`src/rtl/control_unit.sv`:
```
// Instruction sequencer for the 8-bit core.
// Moore FSM that walks one instruction at a time through
// FETCH/DECODE/LOAD/EXEC/WB/NEXT and drives the datapath load strobes.
// While idle it forwards the external program-load strobe to the RAM.
module control_unit #(
  parameter logic [7:0] NOP_OP     = 8'h00,
  parameter logic [7:0] ALU_OP_MIN = 8'h01,
  parameter logic [7:0] ALU_OP_MAX = 8'h0F,
  parameter logic [7:0] HLT_OP     = 8'hFF,
  parameter int         ALU_LAT    = 1,
  parameter int         COUNT_W    = 16
) (
  input  logic               clock,
  input  logic               reset,
  input  logic               start,
  input  logic               prog_we,
  input  logic [7:0]         opcode,
  output logic               pc_load,
  output logic               reg_load_a,
  output logic               reg_load_b,
  output logic               reg_load_c,
  output logic               ram_we,
  output logic               busy,
  output logic               halted,
  output logic               illegal_op,
  output logic [COUNT_W-1:0] instr_count
);

  // The EXEC dwell counter only ever needs to reach ALU_LAT-1 (at most 6).
  localparam logic [2:0] LAT_LAST = 3'(ALU_LAT - 1);

  typedef enum logic [2:0] {
    S_IDLE,
    S_FETCH,
    S_DECODE,
    S_LOAD,
    S_EXEC,
    S_WB,
    S_NEXT,
    S_HALT
  } state_t;

  state_t               state_q, state_d;
  logic [7:0]           ir_q, ir_d;
  logic [2:0]           lat_q, lat_d;
  logic                 illegal_q, illegal_d;
  logic [COUNT_W-1:0]   count_q, count_d;
  logic                 ir_is_alu;

  // Saturating increment of the retired-instruction counter.
  function automatic logic [COUNT_W-1:0] sat_inc(input logic [COUNT_W-1:0] v);
    if (&v) sat_inc = v;
    else    sat_inc = v + 1'b1;
  endfunction

  // The latched instruction gates the operand loads, so a stale opcode on the
  // RAM port outside DECODE can never produce a register load.
  assign ir_is_alu = (ir_q >= ALU_OP_MIN) && (ir_q <= ALU_OP_MAX);

  // State, instruction register, dwell counter and status flops.
  always_ff @(posedge clock or posedge reset) begin
    if (reset) begin
      state_q   <= S_IDLE;
      ir_q      <= 8'h00;
      lat_q     <= 3'd0;
      illegal_q <= 1'b0;
      count_q   <= '0;
    end else begin
      state_q   <= state_d;
      ir_q      <= ir_d;
      lat_q     <= lat_d;
      illegal_q <= illegal_d;
      count_q   <= count_d;
    end
  end

  // Next-state logic; opcode is consulted only in DECODE.
  always_comb begin
    state_d   = state_q;
    ir_d      = ir_q;
    lat_d     = lat_q;
    illegal_d = illegal_q;
    count_d   = count_q;
    case (state_q)
      S_IDLE: begin
        // A program write in progress wins over start.
        if (start && !prog_we) state_d = S_FETCH;
      end
      S_FETCH: begin
        state_d = S_DECODE;
      end
      S_DECODE: begin
        ir_d = opcode;
        if (opcode == NOP_OP) begin
          state_d = S_NEXT;
        end else if ((opcode >= ALU_OP_MIN) && (opcode <= ALU_OP_MAX)) begin
          state_d = S_LOAD;
        end else if (opcode == HLT_OP) begin
          state_d = S_HALT;
        end else begin
          illegal_d = 1'b1;
          state_d   = S_HALT;
        end
      end
      S_LOAD: begin
        lat_d   = 3'd0;
        state_d = S_EXEC;
      end
      S_EXEC: begin
        if (lat_q == LAT_LAST) state_d = S_WB;
        else                   lat_d   = lat_q + 3'd1;
      end
      S_WB: begin
        state_d = S_NEXT;
      end
      S_NEXT: begin
        count_d = sat_inc(count_q);
        state_d = S_FETCH;
      end
      S_HALT: begin
        state_d = S_HALT;
      end
      default: begin
        state_d = S_IDLE;
      end
    endcase
  end

  // Outputs decoded from the registered state only; ram_we is the one
  // deliberate pass-through, and only while idle.
  always_comb begin
    pc_load     = (state_q == S_NEXT);
    reg_load_a  = (state_q == S_LOAD) && ir_is_alu;
    reg_load_b  = (state_q == S_LOAD) && ir_is_alu;
    reg_load_c  = (state_q == S_WB);
    ram_we      = (state_q == S_IDLE) && prog_we;
    busy        = (state_q != S_IDLE) && (state_q != S_HALT);
    halted      = (state_q == S_HALT);
    illegal_op  = illegal_q;
    instr_count = count_q;
  end

endmodule
```
`config.mk`:
```
export PLATFORM = sky130hd
export DESIGN_NAME = control_unit
export DESIGN_NICKNAME = d
export VERILOG_FILES = /design/src/rtl/control_unit.sv
export SDC_FILE = /design/constraint.sdc
export NUM_CORES = 1
export LEC_CHECK = 0
export CORE_UTILIZATION = 40
export DETAILED_ROUTE_END_ITERATION = 12
export PLACE_DENSITY = 0.63
export SLEW_MARGIN = 20
export SYNTH_ARGS = -nofsm -noshare
export SYNTH_HDL_FRONTEND = slang
export SYNTH_SLANG_ARGS = --single-unit
```
`constraint.sdc`:
```
create_clock -name clock -period 2.3 [get_ports clock]
set_clock_uncertainty 0.2 [all_clocks]
set_input_delay 0.345 -clock clock [delete_from_list [all_inputs] [get_ports clock]]
set_output_delay 0.345 -clock clock [all_outputs]
set_load 0.005 [all_outputs]
```
==> results of run 1 <==
routing by layer:
layer | routed length [um] | GRT usage (%)
met1 | 1566 | 22.70
met2 | 1582 | 27.86
met3 | 93 | 3.819
met4 | 46 | 8.152
met5 | 0 | 0
cells in the mapped netlist (2+ instances only):
cell      number
dfrtp_1       31
nand3_1        8
nand4_1        6
inv_1         10
xnor2_1        5
nor2_1        12
nand2_1        8
nor2b_1        2
nor4_1         7
a21oi_1        4
xor2_1         8
buf_2          2
o21ai_0        4
mux2_2        11
nand2b_1       3
ha_1           3
clkbuf_1       2
or2_2          2
o21bai_1       2
nor3_1        10
cell type report:
cell class / instances / area [um2]
fillers: 351 / 1564
multi-input cells: 110 / 767.0
flip-flops and latches: 31 / 779.5
repair buffers: 44 / 422.9
well taps: 48 / 60.06
inverters: 10 / 37.54
clock buffers: 5 / 68.82
clock inverters: 3 / 43.79
worst register-to-register path: stages (launching register included):
cell and delay [ns]:
dfrtp_2 0.47, nand3b_1 0.24, inv_1 0.14, nand3_1 0.23
nor3_1 0.26, mux2_2 0.36
flip-flops by register name, summed over array words and instances, names as in the netlist:
signal / count
illegal_op: 1
ir_q: 8
instr_count: 16
lat_q: 3
state_q: 3
worst max path at each step:
stage | startpoint | end | slack, ns | depth (start not counted)
after detailed placement | state_q[0] | instr_count[13] | 0.20 | 5
after floorplan | instr_count[3] | instr_count[13] | 0.41 | 5
after global routing | state_q[0] | pc_load | 0.03 | 3
after CTS | state_q[0] | pc_load | 0.001 | 3
after global placement | state_q[0] | instr_count[13] | 0.21 | 5
final | state_q[0] | pc_load | 0.12 | 3
cell usage in the layout (no fill, tap or decap), types with 2 or more instances in the layout:
master,instances
a21oi_1,4
buf_4,9
clkbuf_8,5
clkdlybuf4s50_1,33
dfrtp_1,28
dfrtp_2,3
dlymetal6s2s_1,2
ha_1,3
inv_1,10
mux2_2,11
nand2_1,8
nand2b_1,3
nand3_1,8
nand4_1,6
nor2_1,12
nor3_1,9
nor4_1,6
nor4_2,2
o21ai_0,4
o21bai_1,2
or2_2,2
xnor2_1,5
xor2_1,8
where the power goes:
part	internal, mW	switching [mW]
Combinational	0.398	0.239
Clock	0.322	0.209
Sequential	0.695	0.171
Total	1.41	0.619
kinds of logic after synthesis:
group / synth area share (%)
simple gates: 23.29
flops: 48.63
buf+inv: 4.157
compound gates: 5.334
xor+xnor: 7.137
mux: 9.098
fa+ha+maj: 2.353
through the flow:
stage	power, mW	worst slack [ns]	utilization [%]	std cells
2_1_floorplan	1.147	0.4096	-	157
3_3_place_gp	1.414	0.2145	53.61	238
3_5_place_dp	1.434	0.2012	53.61	238
4_1_cts	1.992	0.0009704	56.99	246
5_1_grt	2.162	0.02794	58.22	251
6_report	2.034	0.1207	58.22	251
repair_timing:
item / 4_1_cts / 5_1_grt
buffers inserted: 0 / 5
setup endpoints to repair: 3 / 4
gates resized for setup: 4 / 4
endpoints found under the hold margin: 0 / 0
==> results.yml, run 1 <==
run_status:
  status: "finished clean"
cts:
  cts_max_path_buffers: 2
  root_buffer: "clkbuf_8"
  cts_buffers: 5
  ctsHoldBuffers: 0
  cts_tree: "yes"
  clk_pin_slew_ns: 0.07
  clk_latency_ns: 0.28
  cts_sinks: 31
  h-tree-depth: 2
sta:
  fin_crit_sh_pct: 94.75
  drv_slew: 0
  max_freq_ghz: 0.4589
  finalCriticalPeriod_ns: 2.179
  rsz0062_at_grt: "no"
  slew_headroom_pct: 64.28
  whs_ns: 0.2359
  tns_ns: 0
  finalSetupViolCount: 0
  hold_viol_final: 0
  worstMarginPinSlew_ns: 0.5310
detailed_routing:
  via_per_inst: 5.104
  drc: 0
  routed_wl_mm: 3.288
  ant_nets: 0
  drt-pass1-iter-count: 4
  vias: 1281
  drtIter0Drc: 44
  wire_per_inst_um: 13.10
critical_path:
  crit_type: "reg -> out"
  reg2reg_to: "instr_count[13]"
  rr_startpoint: "state_q[0]"
  cp_num_buf_inv: 2
  path_cells: "nand3b_1 -> inv_1 -> clkdlybuf4s50_1"
  critPathTopFamily: "buffers and inverters"
  critPathCaptureType: "output pin"
  regToRegSetupSlack_ns: 0.29
  cp-start-kind: "flip-flop"
  slowest_stage: "clkdlybuf4s50_1"
  cpPeakStageDelay_ns: 0.51
  crit_fanout: 9
  crit_required_ns: 1.75
  ff2ff_path_depth: 5
  crit_arrival_ns: 1.63
final_layout:
  area_growth_pct: 36.63
  diodes: 0
  fin_area_mm2: 0.002180
  num-nets-final: 217
  drive_above_1_share_pct: 19.21
floorplan:
  start_util_pct: 42.61
  die_area_mm2: 0.004245
  core_area_mm2: 0.003744
  rows: 22
  die_w_um: 65.15
  num_io_pins: 36
  die_h_um: 65.15
place:
  port_buffers: 35
  dpl.hpwl_mm: 2.442
  placed_area_mm2: 0.002007
  place_congestion: 0.8228
grt:
  grtUsageTotal_pct: 17.50
  grt_first_pass_wirelength_mm: 5.602
  first_global_vias: 1214
  globalRoute.totalOverflow: 0
  grt_max_degree: 32
  antenna_found_initial: 0
job:
  maxCapViolations: 0
logic_synthesis:
  async_reset_ff_share_pct: 100.0
  synth-edff-count: 0
  yosys_warnings: 0
  ys_ff_latch: 31
  yosys_most_used_dff: "dfrtp_1"
  yosysTopAreaCell: "dfrtp_1"
  netlist_instances: 157
  synth_area_leaders: "dfrtp_1 (49%), mux2_2 (7.8%), xor2_1 (4.4%)"
  ys_seq_area_share_pct: 48.63
  synth_top_area_share_pct: 48.63
  syn_area_per_cell_um2: 10.16
  netlist_area_mm2: 0.001595
  synth_cell_types: 37
  syn_nets: 172
worst_hold_path:
  hold_class: "in -> async"
power:
  power.leakage_nw: 0.9350
  p_per_area_mw_per_mm2: 933.2
  vdd_drop_max_mv: 0.6142
Power figures use the tool's default switching activity.
==> run 2, diff against run 1 <==
- CORE_UTILIZATION: 40 -> 49
- CTS_CLUSTER_DIAMETER: unset -> 120
- GPL_TIMING_DRIVEN: unset -> 0
- PLACE_DENSITY: 0.63 -> 0.75
==> run 2 against run 1 <==
Sequential share of layout area rose by 0.49 points; register-to-register slack got worse by 0.03 ns; setup slack got worse by 0.0094 ns; non-clock buffer count fell by 1; critical path type unchanged; highest routed layer unchanged.
==> results.yml, run 2 (same netlist as run 1, synthesis figures left out) <==
run_status:
  status: "finished clean"
cts:
  clk_latency_ns: 0.32
  clk_pin_slew_ns: 0.10
  h-tree-depth: 2
  cts_sinks: 31
  cts_tree: "yes"
  cts_buffers: 5
  ctsHoldBuffers: 0
  root_buffer: "clkbuf_4"
  cts_max_path_buffers: 2
sta:
  rsz0062_at_grt: "no"
  max_freq_ghz: 0.4569
  worstMarginPinSlew_ns: 0.6566
  tns_ns: 0
  fin_crit_sh_pct: 95.16
  drv_slew: 0
  hold_viol_final: 0
  finalSetupViolCount: 0
  slew_headroom_pct: 56.16
  finalCriticalPeriod_ns: 2.189
critical_path:
  cp-start-kind: "flip-flop"
  ff2ff_path_depth: 5
  crit_required_ns: 1.75
  regToRegSetupSlack_ns: 0.26
  crit_fanout: 10
  rr_startpoint: "instr_count[0]"
  critPathCaptureType: "output pin"
  reg2reg_to: "instr_count[1]"
  crit_arrival_ns: 1.64
  crit_type: "reg -> out"
detailed_routing:
  drt-pass1-iter-count: 5
  drtIter0Drc: 88
  drc: 0
  via_per_inst: 5.447
  vias: 1340
  ant_nets: 0
  wire_per_inst_um: 13.68
  routed_wl_mm: 3.366
power:
  p_per_area_mw_per_mm2: 886.7
  p_total_mw: 1.897
  vdd_drop_max_mv: 0.6506
  power.leakage_nw: 0.9105
  seqPwrFrac_pct: 44.0
  power_frac_clock_pct: 19.1
  power_switching_uw: 622.4
  p_int_mw: 1.275
  combPwrFrac_pct: 37.0
  p_sw_share_pct: 32.81
job:
  maxCapViolations: 0
place:
  port_buffers: 35
  dpl.hpwl_mm: 2.397
  placed_area_mm2: 0.002001
  dp_cells: 236
  place_congestion: 0.8312
final_layout:
  drive_above_1_share_pct: 17.82
  diodes: 0
  num-nets-final: 216
  area_growth_pct: 34.12
  fin_area_mm2: 0.002140
  largest_register_ffs: 16
  final_cell_mix: "dfrtp_1 (31), clkdlybuf4s50_1 (31), nor2_1 (12)"
  final_cells: 246
grt:
  grtUsageTotal_pct: 21.06
  globalRoute.totalOverflow: 0
  antenna_found_initial: 0
  grt_max_degree: 32
  grt_first_pass_wirelength_mm: 5.444
  first_global_vias: 1178
worst_hold_path:
  hold_class: "in -> async"
floorplan:
  die_area_mm2: 0.003488
  core_area_mm2: 0.003078
  start_util_pct: 51.83
  die_w_um: 59.06
  rows: 20
  die_h_um: 59.06
  num_io_pins: 36
[run 2: critical path, stage by stage, from the launching register on]
cell and delay [ns]:
dfrtp_1 0.38, buf_6 0.15, nand3b_1 0.17, inv_2 0.12, clkdlybuf4s50_1 0.50
[run 2: layout make-up]
type                    count  area (um2)
clock buffers               8       68.82
fillers                   249       938.4
plain buffers               6       53.80
flip-flops and latches     31       775.7
multi-input cells         110       780.7
repair buffers             37       367.9
well taps                  44       55.05
inverters                  10       37.54
[run 2: power groups by stage]
stage,registers [mW],logic (mW),clock network [mW]
after detailed placement,0.821,0.618,0
after CTS,0.817,0.656,0.369
after floorplan,0.795,0.353,0
after global placement,0.807,0.600,0
after global routing,0.851,0.763,0.402
final,0.834,0.701,0.362
[run 2: metrics by stage]
step           utilization (%)  hold slack (ns)  worst slack, ns
2_1_floorplan                -           0.2485           0.4096
3_3_place_gp             65.00           0.2678           0.1503
6_report                 69.51           0.2257           0.1113
5_1_grt                  69.51           0.2750          0.01838
3_5_place_dp             65.00           0.2659           0.1275
4_1_cts                  68.41           0.2388          0.01558
[run 2: how the worst max path moves through the flow]
stage / startpoint / to / slack (ns) / depth (start not counted)
after floorplan: instr_count[3] / instr_count[13] / 0.41 / 5
after global placement: state_q[0] / reg_load_b / 0.15 / 5
after detailed placement: state_q[0] / reg_load_b / 0.13 / 5
after CTS: state_q[0] / busy / 0.02 / 4
after global routing: state_q[1] / pc_load / 0.02 / 4
final: state_q[1] / pc_load / 0.11 / 4
[run 2: layer usage]
metal	global-route usage [%]	vias to the layer above	part of all wire [%]
li1	-	640	-
met1	29.04	649	45
met2	32.95	49	49
met3	4.585	2	5.3
met4	7.143	0	0.24
met5	0	-	0
[run 2: what timing repair did]
item                                    CTS  global route
endpoints found under the setup margin    6             5
buffers inserted                          1             2
pin swaps                                 3             3
gates resized for setup                  10            11
==> run 3, diff against run 2 <==
- SLEW_MARGIN: 20 -> unset
==> run 3 against run 2 <==
Hold slack better by 0.073 ns; largest cell class unchanged; highest routed layer unchanged; die area stayed put; core utilization fell by 0.49 points.
==> results.yml, run 3 (same netlist as run 1, synthesis figures left out) <==
critical_path:
  regToRegSetupSlack_ns: 0.24
  critPathCaptureType: "output pin"
  crit_arrival_ns: 1.64
  crit_fanout: 10
  crit_required_ns: 1.75
  cp-start-kind: "flip-flop"
  crit_type: "reg -> out"
sta:
  fin_crit_sh_pct: 95.06
  setup_slack_ns: 0.1135
  drv_slew: 0
  rsz0062_at_grt: "no"
  slew_headroom_pct: 20.25
  finalCriticalPeriod_ns: 2.186
  tns_ns: 0
  finalSetupViolCount: 0
  worstMarginPinSlew_ns: 1.195
  max_freq_ghz: 0.4574
  hold_viol_final: 0
job:
  maxCapViolations: 0
grt:
  globalRoute.totalOverflow: 0
  busiest_layer: "met2"
  gr-usage-met3_pct: 4.803
  grtUsageTotal_pct: 21.69
  grt_first_pass_wirelength_mm: 5.595
  first_global_vias: 1219
  use_met1_pct: 27.68
  met2_usage_pct: 35.55
  antenna_found_initial: 0
  grt_max_degree: 32
final_layout:
  nFillCells: 250
  final_cell_mix: "dfrtp_1 (31), clkdlybuf4s50_1 (31), nor2_1 (12)"
  num-nets-final: 217
  largest_register_ffs: 16
  diodes: 0
  drive_above_1_share_pct: 17.24
  area_growth_pct: 33.18
  final_cells: 247
detailed_routing:
  vias: 1317
  via_per_inst: 5.332
  drtIter0Drc: 68
  routed_wl_mm: 3.414
  drc: 0
  ant_nets: 0
  drt-pass1-iter-count: 4
  wire_per_inst_um: 13.82
cts:
  cts_max_path_buffers: 2
  cts_sinks: 31
  h-tree-depth: 2
  clk_latency_ns: 0.33
  root_buffer: "clkbuf_4"
  ctsHoldBuffers: 0
  cts_buffers: 5
  cts_tree: "yes"
  clk_pin_slew_ns: 0.10
place:
  port_buffers: 35
  dp_cells: 236
  dpl.hpwl_mm: 2.412
  place_congestion: 0.8312
  pre_cts_slack_ns: 0.1241
floorplan:
  num_io_pins: 36
  start_util_pct: 51.83
  core_area_mm2: 0.003078
  die_h_um: 59.06
  rows: 20
  die_w_um: 59.06
  die_area_mm2: 0.003488
run_status:
  status: "finished clean"
power:
  power.leakage_nw: 0.9061
  vdd_drop_max_mv: 0.6305
  p_per_area_mw_per_mm2: 861.4
worst_hold_path:
  hold_class: "reg -> reg"
[run 3: final timing paths]
check                          startpoint             end  depth (start not counted)
min reg2reg                    illegal_op      illegal_op                          1
max in group asynchronous           reset         ir_q[7]                          2
max                            state_q[1]         pc_load                          4
min                            illegal_op      illegal_op                          1
min in group asynchronous           reset  instr_count[9]                          2
max reg2reg                instr_count[0]  instr_count[1]                          5
[run 3: what timing repair did]
| action | 4_1_cts | 5_1_grt |
|---|---|---|
| resized for setup | 10 | 10 |
| pin swaps | 3 | 3 |
| endpoints found under the setup margin | 6 | 5 |
| buffers inserted | 1 | 3 |
| hold endpoints to repair | 0 | 0 |
[run 3: metrics by stage]
stage	power [mW]	area (um2)	utilization, %	hold WS [ns]
final	1.830	2125	69.02	0.2985
after global placement	1.407	2001	65.00	0.2678
after CTS	1.786	2087	67.80	0.2985
after floorplan	1.147	1595	-	0.2485
after global routing	1.949	2125	69.02	0.3224
after detailed placement	1.440	2001	65.00	0.2659
[run 3: layout make-up]
type,count,area (um2),area share [%]
clock inverter,1,5.005,0.2356
inverter,10,37.54,1.767
clock buffer,7,45.04,2.120
buffer,6,50.05,2.356
sequential,31,775.7,36.51
timing repair buffer,38,375.4,17.67
tap,44,55.05,2.591
multi-input combinational,110,780.7,36.75
[run 3: power by group]
part / total (mW) / switching [mW] / leakage (nW) / internal, mW
clock: 0.305 / 0.186 / 0.0293 / 0.119
combinational: 0.695 / 0.292 / 0.485 / 0.403
sequential: 0.830 / 0.141 / 0.392 / 0.689
[run 3: per-layer routing]
metal	wire length [um]	vias up	part of all wire [%]
li1	-	643	-
met1	1541	633	45
met2	1655	34	48
met3	164	7	4.8
met4	53	0	1.6
met5	0	-	0
[run 3: worst max-delay path, stage by stage (launching register included)]
cell             delay (ns)
dfrtp_1                0.36
buf_4                  0.18
nand3b_1               0.17
inv_2                  0.11
clkdlybuf4s50_1        0.50
==> RTL edit: new RTL, flow settings as in run 2 <==
Change the parameter `COUNT_W` from 16 to 18.
--- a/src/rtl/control_unit.sv
+++ b/src/rtl/control_unit.sv
@@ -8,7 +8,7 @@
   parameter logic [7:0] ALU_OP_MAX = 8'h0F,
   parameter logic [7:0] HLT_OP     = 8'hFF,
   parameter int         ALU_LAT    = 1,
-  parameter int         COUNT_W    = 16
+  parameter int         COUNT_W    = 18
 ) (
   input  logic               clock,
   input  logic               reset,
Interface: changed (resized instr_count); port bits go from 36 to 38. The function was not compared with the original's and may differ.
==> RTL edit against run 2 <==
Power is 1.4% higher. Sequential power increased by 2.4%. Worst setup slack got worse by 0.085 ns. Synthesized area grew 2.1%. Fmax down 3.7%. Routed wire length is 4.9% higher. Cell area rose by 0.18%. Sequential cell count up 2. Critical path type unchanged. Highest routed layer unchanged.
==> RTL edit: results (changes against run 2) <==
port bufs=37 (+5.7%); Synth area leaders=dfrtp_1, mux2_2, xnor2_1; Detail Route met2 WL=1.89 mm (+15%); GR Util met3=0.0584 (+0.0126); Area after DPL=2050 um^2 (+2.7%); met3 WL post-DR=173 um (-3.4%); status=finished clean; met1 Resource Use GR=0.246 (-0.0445); Tot GR Track Use=0.229 (+0.0187); met1 WL=1.40 mm (-8.5%); Final GP Congestion=0.836 (+0.63%); crit path DAT=1.73 ns (+0.09 ns); Pre-Repair DR Iteration Count=4 (-1); reg-to-reg critical path startpoint=instr_count[6]; Initial DRC Count=75 (-15%); Filler Cell Count=279 (+12%); crit path to=ram_we; seq pwr=0.854 mW (+2.4%); post-placement setup slack=-0.170 ns (-0.297 ns); Clk pwr share=0.163 (-0.028); first-pass GRT wire length=6.00 mm (+10%); hold_ws=0.224 ns (-0.00143 ns); Cells after DPL=240 (+1.7%); Least-Margin Pin Slew=0.684 ns (+0.0275 ns); Synth Area in XOR/XNOR=0.0860 (+0.0146); vias in the first global route=1,377 (+17%); Leak=0.900 nW (-1.1%); crit path from=state_q[2]; Post-synth top cells=dfrtp_1, nand2_1, nor2_1; sequential area share after synthesis=0.507 (+0.0206); max FFs per register=18 (+2); Mapped Cells=159 (+1.3%); Mapped Nets=174 (+1.2%); Layout Nets=219 (+1.4%); FF-to-FF setup slack=0.24 ns (-0.02 ns); DPL Wire Length=2.54 mm (+6.0%); drt total wl=3.53 mm (+4.9%); final worst-path cycle share=0.989 (+0.0370); met2 Use GR=0.417 (+0.0879); pwr dens=898 nW/um^2 (+1.3%)
-- RTL edit: cell types whose count changed after synthesis, moves of 3 or more --
cell     delta
mux2_2      -3
nand2_1    +10
a21oi_1     +3
nor4_1      -3
xnor2_1     +4
inv_1       -3
nor3_1      -3
-- RTL edit: critical path: cells and delay by family (launching register included) --
kind | cells | cell delay [ns]
buffers and inverters | 2 | 0.66
DFF | 1 | 0.37
and+or+nand+nor | 2 | 0.36
-- RTL edit: area by class of cell --
type | count | area, um^2 | area share
Sequential cell | 33 | 827 | 0.386
Multi-Input combinational cell | 116 | 796 | 0.371
Tap cell | 44 | 55.1 | 0.0257
Timing Repair Buffer | 38 | 368 | 0.172
Inverter | 7 | 26.3 | 0.0123
Buffer | 3 | 22.5 | 0.0105
Clock buffer | 8 | 48.8 | 0.0228
